--- config.mk ---
export PLATFORM = sky130hd
export DESIGN_NAME = crp16_mul_seq
export DESIGN_NICKNAME = d
export VERILOG_FILES = /design/src/rtl/crp16_mul_seq.sv
export SDC_FILE = /design/constraint.sdc
export NUM_CORES = 1
export LEC_CHECK = 0
export BUFFER_PORTS_ARGS = -buffer_cell sky130_fd_sc_hd__buf_4
export CORE_MARGIN = 3
export CORE_UTILIZATION = 49
export DETAILED_ROUTE_END_ITERATION = 10
export PLACE_DENSITY = 0.83
export SLEW_MARGIN = 15
export SYNTH_ARGS = -nofsm -noshare
export SYNTH_HDL_FRONTEND = slang
export SYNTH_SLANG_ARGS = --single-unit
--- constraint.sdc ---
create_clock -name clk_i -period 2.3 [get_ports clk_i]
set_input_delay 0.23 -clock clk_i [delete_from_list [all_inputs] [get_ports clk_i]]
set_output_delay 0.23 -clock clk_i [all_outputs]
set_load 0.02 [all_outputs]
--- src/rtl/crp16_mul_seq.sv ---
// Iterative 16x16 shift-and-add multiplier that borrows the CRP16 ALU for one add per cycle.
// Define CRP16_MUL_SIGNED_EN to enable two's-complement multiplies via signed_op_i.
module crp16_mul_seq (
    input  logic        clk_i,
    input  logic        rst_i,
    input  logic        start_i,
    input  logic        signed_op_i,
    input  logic [15:0] mcand_i,
    input  logic [15:0] mplier_i,
    output logic [15:0] alu_x_o,
    output logic [15:0] alu_y_o,
    output logic [3:0]  alu_sel_o,
    input  logic [15:0] alu_out_i,
    input  logic        alu_c_i,
    input  logic        alu_v_i,
    input  logic        alu_n_i,
    output logic        busy_o,
    output logic        done_o,
    output logic [15:0] prod_hi_o,
    output logic [15:0] prod_lo_o
);

    typedef enum logic [1:0] {StIdle, StRun, StDone} state_e;

    localparam logic [3:0] SelAddU = 4'b0000;
    localparam logic [3:0] SelAddS = 4'b0010;
    localparam logic [3:0] SelSubS = 4'b0011;

    state_e      state_q, state_d;
    logic [15:0] hi_q, hi_d;
    logic [15:0] lo_q, lo_d;
    logic [15:0] mcand_q, mcand_d;
    logic [3:0]  cnt_q, cnt_d;
    logic        sgn_q, sgn_d;
    logic        sgn_cap;
    logic        shift_in;

`ifdef CRP16_MUL_SIGNED_EN
    assign sgn_cap = signed_op_i;
`else
    logic unused_signed_op;
    assign unused_signed_op = signed_op_i;
    assign sgn_cap          = 1'b0;
`endif

    // True sign of the 17-bit sum in signed mode, carry-out in unsigned mode.
    assign shift_in = sgn_q ? (alu_n_i ^ alu_v_i) : alu_c_i;

    always_comb begin
        state_d   = state_q;
        hi_d      = hi_q;
        lo_d      = lo_q;
        mcand_d   = mcand_q;
        cnt_d     = cnt_q;
        sgn_d     = sgn_q;
        alu_x_o   = 16'h0000;
        alu_y_o   = 16'h0000;
        alu_sel_o = SelAddU;
        busy_o    = 1'b0;
        done_o    = 1'b0;

        unique case (state_q)
            StIdle: begin
                if (start_i) begin
                    state_d = StRun;
                    hi_d    = 16'h0000;
                    lo_d    = mplier_i;
                    mcand_d = mcand_i;
                    cnt_d   = 4'd0;
                    sgn_d   = sgn_cap;
                end
            end
            StRun: begin
                busy_o  = 1'b1;
                alu_x_o = hi_q;
                alu_y_o = lo_q[0] ? mcand_q : 16'h0000;
                if (sgn_q) begin
                    // Multiplier sign bit carries weight -2^15, so the last step subtracts.
                    alu_sel_o = (cnt_q == 4'd15 && lo_q[0]) ? SelSubS : SelAddS;
                end
                hi_d = {shift_in, alu_out_i[15:1]};
                lo_d = {alu_out_i[0], lo_q[15:1]};
                if (cnt_q == 4'd15) begin
                    state_d = StDone;
                end else begin
                    cnt_d = cnt_q + 4'd1;
                end
            end
            StDone: begin
                done_o = 1'b1;
                if (start_i) begin
                    state_d = StRun;
                    hi_d    = 16'h0000;
                    lo_d    = mplier_i;
                    mcand_d = mcand_i;
                    cnt_d   = 4'd0;
                    sgn_d   = sgn_cap;
                end else begin
                    state_d = StIdle;
                end
            end
            default: state_d = StIdle;
        endcase
    end

    always_ff @(posedge clk_i or posedge rst_i) begin
        if (rst_i) begin
            state_q <= StIdle;
            hi_q    <= 16'h0000;
            lo_q    <= 16'h0000;
            mcand_q <= 16'h0000;
            cnt_q   <= 4'd0;
            sgn_q   <= 1'b0;
        end else begin
            state_q <= state_d;
            hi_q    <= hi_d;
            lo_q    <= lo_d;
            mcand_q <= mcand_d;
            cnt_q   <= cnt_d;
            sgn_q   <= sgn_d;
        end
    end

    assign prod_hi_o = hi_q;
    assign prod_lo_o = lo_q;

endmodule

# [Word-level counts from Yosys, hierarchy flattened]
# Cells that the tools add are included.
[word_totals] register_bits=54 in_bits=55 out_inout_bits=70 elab_cells=36
[op_classes] n_addsub=1 n_eq_ne=7 mux=16 n_reduce_logical=7
[ops] operator="$mux 16" n=5
[ops] operator="$pmux 16 s2" n=2
[ops] operator="$mux 4" n=2
[ops] operator="$pmux 4 s2" n=1
[ops] operator="$ne 2x2->1 const B" n=3
[ops] operator="$pmux 2 s3" n=1
[ops] operator="$reduce_and 2->1" n=3
[ops] operator="$add 4x1->4 const B" n=1
[ops] operator="$eq 4x4->1 const B" n=1
[ops] operator="$mux 2" n=2
[ops] operator="$mux 1" n=3
[ops] operator="$reduce_and 3->1" n=1
[ops] operator="$eq 2x1->1 const B" n=1
[ops] operator="$eq 2x2->1 const B" n=1
[ops] operator="$logic_not 2->1" n=1
[ops] operator="$ne 2x1->1 const B" n=1
[ops] operator="$reduce_bool 2->1" n=1
[ops] operator="$reduce_or 2->1" n=1

# [Logic depth before layout (Yosys ltp)]
# Gate-level depths: netlist of the first run.
[depth] word_depth=4 ltp_mapped=6 ltp_nobuf=4

# [Worst setup path after synthesis of the first run]
# Ideal clock, no wire load.
[synth_path] path_type="reg-to-output" from="reg state_q[1]" to="out alu_y_o[0]" t_arrival_ns=1.183 t_required_ns=2.070 setup_slack_ns=0.887 path_stages_with_launch=6 n_path_buf=2 path_cell_list="dfrtp_1 nand2b_1 buf_6 inv_8 clkbuf_1 and3_1"
[synth_via] elab_chain_len=2
[synth_rtl] item="start, declared" line="29" source="state_e state_q, state_d;"
[synth_rtl] item="start signal, assigned" line="108" source="state_q <= StIdle;"
[synth_rtl] item="start signal, assigned" line="115" source="state_q <= state_d;"
[synth_rtl] item="$eq 2x1->1" line="62" source="unique case (state_q)"
[synth_rtl] item="$mux 16" line="62"
[synth_rtl] item="end, declared" line="11" source="output logic [15:0] alu_y_o,"
# No other way between the ends.

# [Worst setup path in the final report of the first run]
[layout_path] from="reg state_q[1]" to="out alu_y_o[13]"
# The elaborated chain is that of the path after synthesis.

==> results of run 1 <==
[per-layer routing]
layer  up-vias  wire (um)  GRT usage
li1       1044          -          -
met1      1036       2650      0.273
met4         0         53     0.0472
met5         -          0          0
met3         6        603     0.0650
met2        98       2950      0.345
[cells by family (layout without fill, tap and decap cells)]
logic type	count (synthesis)	count (layout)
compound gates	35	35
xor+xnor	1	1
fa+ha+maj	1	1
buf+inv	25	134
flops	54	54
mux	18	18
other cells	1	4
simple gates	110	110
[power by group through the flow]
stage / clock (uW) / combinational (uW) / sequential [uW]
2_1_floorplan: 0 / 1500 / 1970
3_3_place_gp: 0 / 2730 / 1710
3_5_place_dp: 0 / 2800 / 1730
4_1_cts: 631 / 2800 / 1710
5_1_grt: 669 / 3000 / 1790
6_report: 616 / 2770 / 1720
[cells in the final DEF (no fill, tap or decap)]
| cell | instances |
|---|---|
| a22o_1 | 16 |
| a31o_2 | 1 |
| and2_1 | 16 |
| and3_1 | 17 |
| buf_12 | 1 |
| buf_4 | 123 |
| bufinv_16 | 1 |
| clkbuf_8 | 5 |
| clkinv_2 | 2 |
| conb_1 | 4 |
| dfrtp_1 | 54 |
| ha_1 | 1 |
| inv_2 | 1 |
| inv_8 | 1 |
| mux2i_1 | 18 |
| nand2_1 | 51 |
| nand2_4 | 1 |
| nand2b_1 | 2 |
| nand3_1 | 18 |
| nand3b_1 | 1 |
| nor2_1 | 1 |
| nor2_4 | 1 |
| nor2b_1 | 2 |
| o211ai_1 | 1 |
| o21ai_0 | 13 |
| o21ai_1 | 4 |
| xor2_1 | 1 |
[worst reg2reg max path, cell delays in order (launching register included)]
cell and delay [ns]:
dfrtp_1 0.35, buf_4 0.32, nor2b_1 0.15, nor2_4 0.35, buf_4 0.25, a22o_1 0.15
[stage by stage]
stage | total power (uW) | util | area (sq um) | instances | hold slack (ns)
2_1_floorplan | 3470 | - | 2540 | 248 | 0.335
3_3_place_gp | 4440 | 0.701 | 3400 | 416 | 0.330
3_5_place_dp | 4520 | 0.701 | 3400 | 416 | 0.340
4_1_cts | 5140 | 0.723 | 3510 | 424 | 0.00267
5_1_grt | 5460 | 0.723 | 3510 | 424 | 0.0222
6_report | 5100 | 0.723 | 3510 | 424 | -0.0139
[how the worst max path moves through the flow]
stage                                       from                        end  slack (ns)  cells after the start
after global routing      state_q[1]$_DFFE_PP0P_                alu_y_o[13]        0.41                      4
after global placement    state_q[0]$_DFFE_PP0P_   prod_hi_o[5]$_DFFE_PP0P_        0.74                      5
after floorplan                            rst_i       cnt_q[0]$_DFFE_PP0P_        0.76                      1
final                     state_q[1]$_DFFE_PP0P_                alu_y_o[13]        0.52                      4
after detailed placement  state_q[0]$_DFFE_PP0P_  prod_lo_o[11]$_DFFE_PP0P_        0.70                      5
after CTS                 state_q[1]$_DFFE_PP0P_                alu_y_o[13]        0.52                      4
[registers in the layout, indices dropped and copies added, names as in the netlist]
register	flops
mcand_q	16
prod_hi_o	16
prod_lo_o	16
cnt_q	4
state_q	2
[final cells by class]
cell class	instances	area share
clock buffer	5	0.0196
clock inverter	3	0.0114
sequential	54	0.385
timing repair buffer	124	0.269
multi-input combinational	169	0.286
inverter	2	0.00428
tap	67	0.0239
==> results.py, run 1 <==
metrics = {
    "power": {
        "p_int_uw": 2930,
        "powerDensity_mw_per_mm2": 1450,
        "power_frac_seq": 0.337,
        "leakage_uw": 0.00191,
        "power.switching_uw": 2170,
        "ir_drop_uv": 753,
        "p_comb_frac": 0.543,
        "clkPwrFrac": 0.121,
        "netSwitchingFraction": 0.426,
    },
    "sta": {
        "hold_ws_ns": -0.0139,
        "layout_setup_ws_ns": 0.519,
        "final-setup-viol-count": 0,
        "report.final.slew_viol_count": 0,
        "min_period_ns": 1.78,
        "setup_tns_ns": 0,
        "relSlewSlack": 0.611,
        "fin_skew_ns": 0.00625,
        "fin_crit_sh": 0.774,
        "rsz0062_at_grt": "no",
        "worst-slew-pin-transition_ns": 0.583,
        "max_freq_mhz": 562,
        "hold_viol_final": 18,
    },
    "critical_path": {
        "cp-end-kind": "primary output",
        "critPathArrivalTime_ns": 1.55,
        "crit_fanout": 52,
        "slowest_delay_ns": 0.40,
        "crit_chain": "nand2b_1 > inv_8 > and3_1 > buf_4",
        "startpoint_type": "register",
        "cp_num_buf_inv": 2,
        "ff2ff_setup_slack_ns": 0.69,
        "r2r_start": "state_q[0]$_DFFE_PP0P_",
        "worstRegToRegCells": 5,
        "reg2reg_to": "prod_hi_o[7]$_DFFE_PP0P_",
        "critPathKind": "register to primary output",
        "slowest_stage": "dfrtp_1",
        "crit_required_ns": 2.07,
        "cp_top_family": "simple AND/OR/NAND/NOR gates",
    },
    "synthesis": {
        "ys_ff_latch": 54,
        "ys_top_cells_by_count": "54 x dfrtp_1, 51 x nand2_1, 18 x mux2i_1, 18 x nand3_1, 17 x and3_1",
        "yosysSeqAreaShare": 0.533,
        "yosys.area.top_type": "dfrtp_1",
        "avgSynthCellArea_sq_um": 10.3,
        "synth_cell_type_count": 27,
        "synth_mux_area_frac": 0.0711,
        "async_flop_share": 1.00,
        "synthFlopType": "dfrtp_1",
        "syn_inst": 245,
        "yosys-top-cells-area": "dfrtp_1 53%, nand2_1 7.6%, mux2i_1 7.1%, a22o_1 5.5%, and3_1 4.2%",
        "syn_area_sq_mm": 0.00253,
        "synth_edf_count": 0,
        "synth_top_area_frac": 0.533,
        "synth-simple-area-share": 0.216,
        "synth_xor_area_frac": 0.00346,
        "synth_most_common_cell": "dfrtp_1",
        "synth_top_family_by_area": "simple AND/OR/NAND/NOR gates",
        "ys_warn_count": 0,
        "synthAdderAreaFrac": 0.00494,
        "synth_compound_area_frac": 0.0953,
    },
    "detailed_routing": {
        "wl_per_cell_um": 14.7,
        "drtAntennaViolNets": 0,
        "dr.pass1.iters": 4,
        "drt_iter0_drc": 193,
        "totalWireLength_mm": 6.25,
        "vias": 2184,
        "drc": 0,
        "viasPerCell": 5.15,
    },
    "cells_and_area": {
        "drive_above_1_share": 0.384,
        "register_area_sq_mm": 0.00135,
        "fillers": 386,
        "area_growth_pct": 38.4,
        "diodes": 0,
        "multi_input_comb_area_sq_mm": 0.00100,
        "nNetsFinal": 412,
    },
    "placed_design": {
        "dp_slack_ns": 0.697,
        "hpwl_mm": 4.56,
        "io_buffers": 117,
        "gp_congestion": 0.781,
    },
    "clock_network": {
        "clock_tree.buffer_depth": 2,
        "numCtsBuffers": 5,
        "clk_pin_slew_worst_paths_ns": 0.09,
        "insertion_delay_ns": 0.30,
        "post_cts_buffers": 0,
        "cts_resized": 0,
        "cts_tree": "yes",
        "htreeDepth": 2,
        "root_buffer": "clkbuf_8",
        "clock-sinks": 54,
        "cts_hold_buf": 0,
    },
    "global_route": {
        "grt_max_degree": 53,
        "grt_pass1_vias": 2247,
        "grt-ovfl-total": 0,
        "grt_usage": 0.210,
        "antenna_found_initial": 0,
        "grt_pass1_wl_mm": 10.4,
    },
    "floorplanning": {
        "die_x_um": 77.9,
        "die-height_um": 77.9,
        "dieArea_sq_mm": 0.00607,
        "row_count": 25,
        "core-area_sq_mm": 0.00485,
        "pin_count": 125,
        "start_util": 0.523,
    },
    "status": {
        "violations": "negative hold slack",
        "outcome": "finished, violations left",
    },
    "hold_path": {
        "hold_class": "input port to async pin",
    },
    "flow_run": {
        "max_cap_violations": 0,
    },
}
Power figures use the tool's default switching activity.
==> run 2, diff against run 1 <==
Settings changed: CORE_UTILIZATION 49 to 41, PLACE_DENSITY 0.83 to 0.74.
Clock period 2.3 ns to 1.6 ns, I/O delays scaled along.
==> results.py, run 2 (synthesis gave the netlist of run 1 again) <==
metrics = {
    "sta": {
        "final-setup-viol-count": 1,
        "hold_ws_ns": 0.0284,
        "fin_skew_ns": 0.0105,
        "hold_viol_final": 0,
        "max_freq_mhz": 623,
        "layout_setup_ws_ns": -0.00569,
        "rsz0062_at_grt": "yes",
        "setup_tns_ns": -0.00569,
        "report.final.slew_viol_count": 0,
        "min_period_ns": 1.61,
        "fin_crit_sh": 1.00,
    },
    "detailed_routing": {
        "drt_iter0_drc": 99,
        "drtAntennaViolNets": 0,
        "drc": 0,
        "totalWireLength_mm": 6.73,
        "wl_per_cell_um": 15.0,
        "viasPerCell": 5.03,
        "vias": 2257,
        "dr.pass1.iters": 4,
    },
    "clock_network": {
        "clock_tree.buffer_depth": 2,
        "root_buffer": "clkbuf_8",
        "clk_pin_slew_worst_paths_ns": 0.10,
        "numCtsBuffers": 5,
        "cts_tree": "yes",
        "insertion_delay_ns": 0.31,
        "htreeDepth": 2,
        "clock-sinks": 54,
    },
    "placed_design": {
        "hpwl_mm": 4.35,
        "gp_congestion": 0.719,
        "io_buffers": 117,
    },
    "status": {
        "outcome": "finished, violations left",
        "violations": "negative setup slack",
    },
    "critical_path": {
        "r2r_start": "state_q[0]$_DFFE_PP0P_",
        "ff2ff_setup_slack_ns": 0.07,
        "critPathArrivalTime_ns": 1.45,
        "crit_fanout": 11,
        "startpoint_type": "register",
        "worstRegToRegCells": 6,
        "reg2reg_to": "prod_lo_o[5]$_DFFE_PP0P_",
        "critPathKind": "register to primary output",
        "crit_required_ns": 1.44,
        "cp-end-kind": "primary output",
    },
    "cells_and_area": {
        "drive_above_1_share": 0.471,
        "area_growth_pct": 55.4,
        "final_common_cell": "buf_4",
        "final_cell_mix": "101 x buf_4, 53 x dfrtp_1, 51 x nand2_1, 32 x buf_6",
        "fin_util": 0.661,
        "nNetsFinal": 429,
        "diodes": 0,
    },
    "global_route": {
        "grt_usage": 0.178,
        "grt_pass1_vias": 2135,
        "grt-ovfl-total": 0,
        "grt_max_degree": 33,
        "grt_pass1_wl_mm": 10.3,
        "antenna_found_initial": 0,
    },
    "hold_path": {
        "hold_depth": 3,
        "hp-start": "mcand_i[1]",
        "hold_class": "input port to register",
        "hold_end": "mcand_q[1]$_DFFE_PP0P_",
    },
    "power": {
        "powerDensity_mw_per_mm2": 2130,
        "leakage_uw": 0.00207,
        "ir_drop_uv": 1260,
    },
    "flow_run": {
        "max_cap_violations": 0,
    },
    "floorplanning": {
        "die_x_um": 84.6,
        "die-height_um": 84.6,
        "pin_count": 125,
        "dieArea_sq_mm": 0.00716,
        "row_count": 28,
        "start_util": 0.425,
        "core-area_sq_mm": 0.00596,
    },
}
==> run 2: critical path, stage by stage (launching register included) <==
cell and delay (ns):
dfrtp_1 0.43, nand2b_4 0.13, clkinv_8 0.09, buf_16 0.15
and3_1 0.19, buf_6 0.13
==> run 2: how the worst max path moves through the flow <==
| stage | endpoint | slack, ns | start |
|---|---|---|---|
| after floorplan | cnt_q[0]$_DFFE_PP0P_ | 0.13 | rst_i |
| after global placement | prod_lo_o[5]$_DFFE_PP0P_ | 0.02 | state_q[1]$_DFFE_PP0P_ |
| after detailed placement | prod_lo_o[13]$_DFFE_PP0P_ | -0.06 | state_q[1]$_DFFE_PP0P_ |
| after CTS | alu_y_o[7] | -0.01 | state_q[1]$_DFFE_PP0P_ |
| after global routing | alu_y_o[0] | -0.07 | state_q[0]$_DFFE_PP0P_ |
| final | alu_y_o[0] | -0.006 | state_q[0]$_DFFE_PP0P_ |
==> run 2: area by class of cell <==
type / instances / area (sq um)
Fill cell: 484 / 2020
Sequential cell: 54 / 1350
Timing Repair Buffer: 139 / 1260
Multi-Input combinational cell: 170 / 1090
Tap cell: 75 / 93.8
Clock buffer: 5 / 68.8
Clock inverter: 3 / 43.8
Inverter: 2 / 20.0
Timing Repair inverter: 1 / 8.76
==> run 2: repair_timing <==
item | 4_1_cts | 5_1_grt
cloned | 3 | 2
pin swaps | 2 | 2
hold buffers | 1 | 0
hold endpoints to repair | 13 | 0
buffers inserted | 3 | 6
setup endpoints to repair | 37 | 32
gates resized for setup | 14 | 51
==> run 2: power breakdown <==
part	leakage (uW)	switching [uW]	internal (uW)
logic	0.00135	2460	2500
registers	0.000658	502	2000
clock network	0.0000585	446	469
total	0.00207	3400	4970
==> run 2: through the flow <==
stage | power (uW) | area, sq um | cells | setup WS [ns]
3_5_place_dp | 6530 | 3440 | 426 | -0.0550
5_1_grt | 8900 | 3940 | 449 | -0.0705
2_1_floorplan | 4990 | 2540 | 248 | 0.125
4_1_cts | 7790 | 3690 | 441 | -0.00990
3_3_place_gp | 6440 | 3440 | 426 | 0.0193
6_report | 8370 | 3940 | 449 | -0.00569
==> run 2: routing by layer <==
metal | GRT usage | wire [um] | vias to the layer above
met5 | 0 | 0 | -
met4 | 0.0489 | 85 | 0
met3 | 0.0393 | 422 | 8
met2 | 0.312 | 3530 | 71
met1 | 0.221 | 2690 | 1097
li1 | - | - | 1081
==> run 3, diff against run 2 <==
Settings changed: CORE_UTILIZATION 41 to 49, PLACE_DENSITY 0.74 to 0.83.
Clock period 1.6 ns to 2 ns, I/O delays scaled along.
==> results.py, run 3 (synthesis gave the netlist of run 1 again) <==
metrics = {
    "clock_network": {
        "cts_tree": "yes",
        "clk_pin_slew_worst_paths_ns": 0.09,
        "numCtsBuffers": 5,
        "insertion_delay_ns": 0.30,
        "clock_tree.buffer_depth": 2,
        "clock-sinks": 54,
        "root_buffer": "clkbuf_8",
        "htreeDepth": 2,
        "post_cts_buffers": 0,
    },
    "detailed_routing": {
        "vias": 2176,
        "drt_iter0_drc": 148,
        "drtAntennaViolNets": 0,
        "viasPerCell": 5.12,
        "totalWireLength_mm": 6.19,
        "drc": 0,
        "wl_per_cell_um": 14.6,
        "dr.pass1.iters": 4,
    },
    "global_route": {
        "grt_pass1_vias": 2129,
        "grt_usage": 0.212,
        "grt_max_degree": 35,
        "antenna_found_initial": 0,
        "grt-ovfl-total": 0,
        "grt_pass1_wl_mm": 10.5,
    },
    "power": {
        "leakage_uw": 0.00192,
        "p_comb_frac": 0.557,
        "ir_drop_uv": 841,
        "p_int_uw": 3350,
        "powerDensity_mw_per_mm2": 1650,
        "power_frac_seq": 0.340,
        "clkPwrFrac": 0.103,
        "finalPower_uw": 5830,
        "power.switching_uw": 2480,
        "netSwitchingFraction": 0.425,
    },
    "critical_path": {
        "worstRegToRegCells": 5,
        "crit_fanout": 52,
        "crit_required_ns": 1.80,
        "r2r_start": "state_q[0]$_DFFE_PP0P_",
        "critPathKind": "register to primary output",
        "reg2reg_to": "prod_hi_o[2]$_DFFE_PP0P_",
        "ff2ff_setup_slack_ns": 0.42,
        "critPathArrivalTime_ns": 1.53,
        "startpoint_type": "register",
        "cp-end-kind": "primary output",
    },
    "hold_path": {
        "hold_depth": 3,
        "hold_class": "input port to register",
        "hold_end": "mcand_q[1]$_DFFE_PP0P_",
        "hp-start": "mcand_i[1]",
    },
    "floorplanning": {
        "core-area_sq_mm": 0.00485,
        "row_count": 25,
        "dieArea_sq_mm": 0.00607,
        "die-height_um": 77.9,
        "start_util": 0.523,
        "pin_count": 125,
        "die_x_um": 77.9,
    },
    "cells_and_area": {
        "multi_input_comb_area_sq_mm": 0.00100,
        "register_area_sq_mm": 0.00135,
        "stdcell_area_sq_mm": 0.00353,
        "diodes": 0,
        "nNetsFinal": 413,
        "fillers": 374,
        "area_growth_pct": 39.4,
        "final_cell_mix": "122 x buf_4, 54 x dfrtp_1, 51 x nand2_1, 18 x nand3_1, 18 x mux2i_1",
        "drive_above_1_share": 0.380,
        "final_common_cell": "buf_4",
    },
    "sta": {
        "hold_viol_final": 0,
        "fin_crit_sh": 0.867,
        "fin_skew_ns": 0.00676,
        "rsz0062_at_grt": "no",
        "report.final.slew_viol_count": 0,
        "worst-slew-pin-transition_ns": 0.522,
        "final-setup-viol-count": 0,
        "min_period_ns": 1.73,
        "max_freq_mhz": 576,
        "relSlewSlack": 0.652,
        "setup_tns_ns": 0,
    },
    "flow_run": {
        "max_cap_violations": 0,
    },
    "placed_design": {
        "hpwl_mm": 4.55,
        "gp_congestion": 0.775,
        "io_buffers": 117,
        "place_area_sq_mm": 0.00342,
    },
    "status": {
        "outcome": "finished clean",
    },
}
-- run 3: cell types whose count changed in the layout (fill, tap and decap cells not counted), moves of 3 or more --
cell and change:
buf_4 +21, buf_6 -32, and3_1 +7, and2_1 +13, o21ai_1 -4, and3_4 -7, and2_4 -13, buf_16 -3
o21ai_0 +4
-- run 3: metrics by stage --
| stage | setup slack (ns) | util | hold slack [ns] | std cells |
|---|---|---|---|---|
| 2_1_floorplan | 0.485 | - | 0.305 | 248 |
| 3_3_place_gp | 0.456 | 0.705 | 0.266 | 417 |
| 3_5_place_dp | 0.431 | 0.705 | 0.268 | 417 |
| 4_1_cts | 0.0932 | 0.726 | 0.0773 | 426 |
| 5_1_grt | 0.178 | 0.728 | 0.0738 | 425 |
| 6_report | 0.265 | 0.728 | 0.0836 | 425 |
-- run 3: how the worst max path moves through the flow --
stage                                       from                   end  slack (ns)  cells past startpoint
after global placement    state_q[1]$_DFFE_PP0P_            alu_y_o[5]        0.46                      5
after CTS                 state_q[1]$_DFFE_PP0P_            alu_y_o[5]        0.09                      5
after detailed placement  state_q[1]$_DFFE_PP0P_            alu_y_o[5]        0.43                      5
after floorplan                            rst_i  cnt_q[0]$_DFFE_PP0P_        0.49                      1
after global routing      state_q[1]$_DFFE_PP0P_            alu_y_o[3]        0.18                      4
final                     state_q[1]$_DFFE_PP0P_           alu_y_o[12]        0.27                      4
-- run 3: what timing repair did --
action	CTS	global route
endpoints found under the hold margin	23	0
setup endpoints to repair	0	1
hold buffers	1	0
gates resized for setup	0	1
-- run 3: power by group through the flow --
stage | logic [uW] | registers [uW] | clock network (uW)
5_1_grt | 3520 | 2060 | 666
4_1_cts | 3250 | 1980 | 618
3_5_place_dp | 3250 | 1990 | 0
6_report | 3250 | 1980 | 602
3_3_place_gp | 3170 | 1970 | 0
2_1_floorplan | 1730 | 2260 | 0
-- run 3: critical path, cell delays in order, from the launching register on --
cell and delay [ns]:
dfrtp_1 0.40, nand2b_1 0.19, bufinv_16 0.30, and3_1 0.19, buf_4 0.14
-- run 3: layout make-up --
class,count,share of cell area
inverter,2,0.00957
clock buffer,7,0.0245
sequential,54,0.383
tap,67,0.0237
timing repair buffer,125,0.274
clock inverter,1,0.00142
multi-input combinational,169,0.285
-- run 3: layer usage --
layer / vias to the layer above / part of all wire / GRT usage
met1: 1032 / 0.43 / 0.283
met2: 94 / 0.48 / 0.342
met4: 0 / 0.0021 / 0.0367
li1: 1048 / - / -
met3: 2 / 0.092 / 0.0719
met5: - / 0 / 0
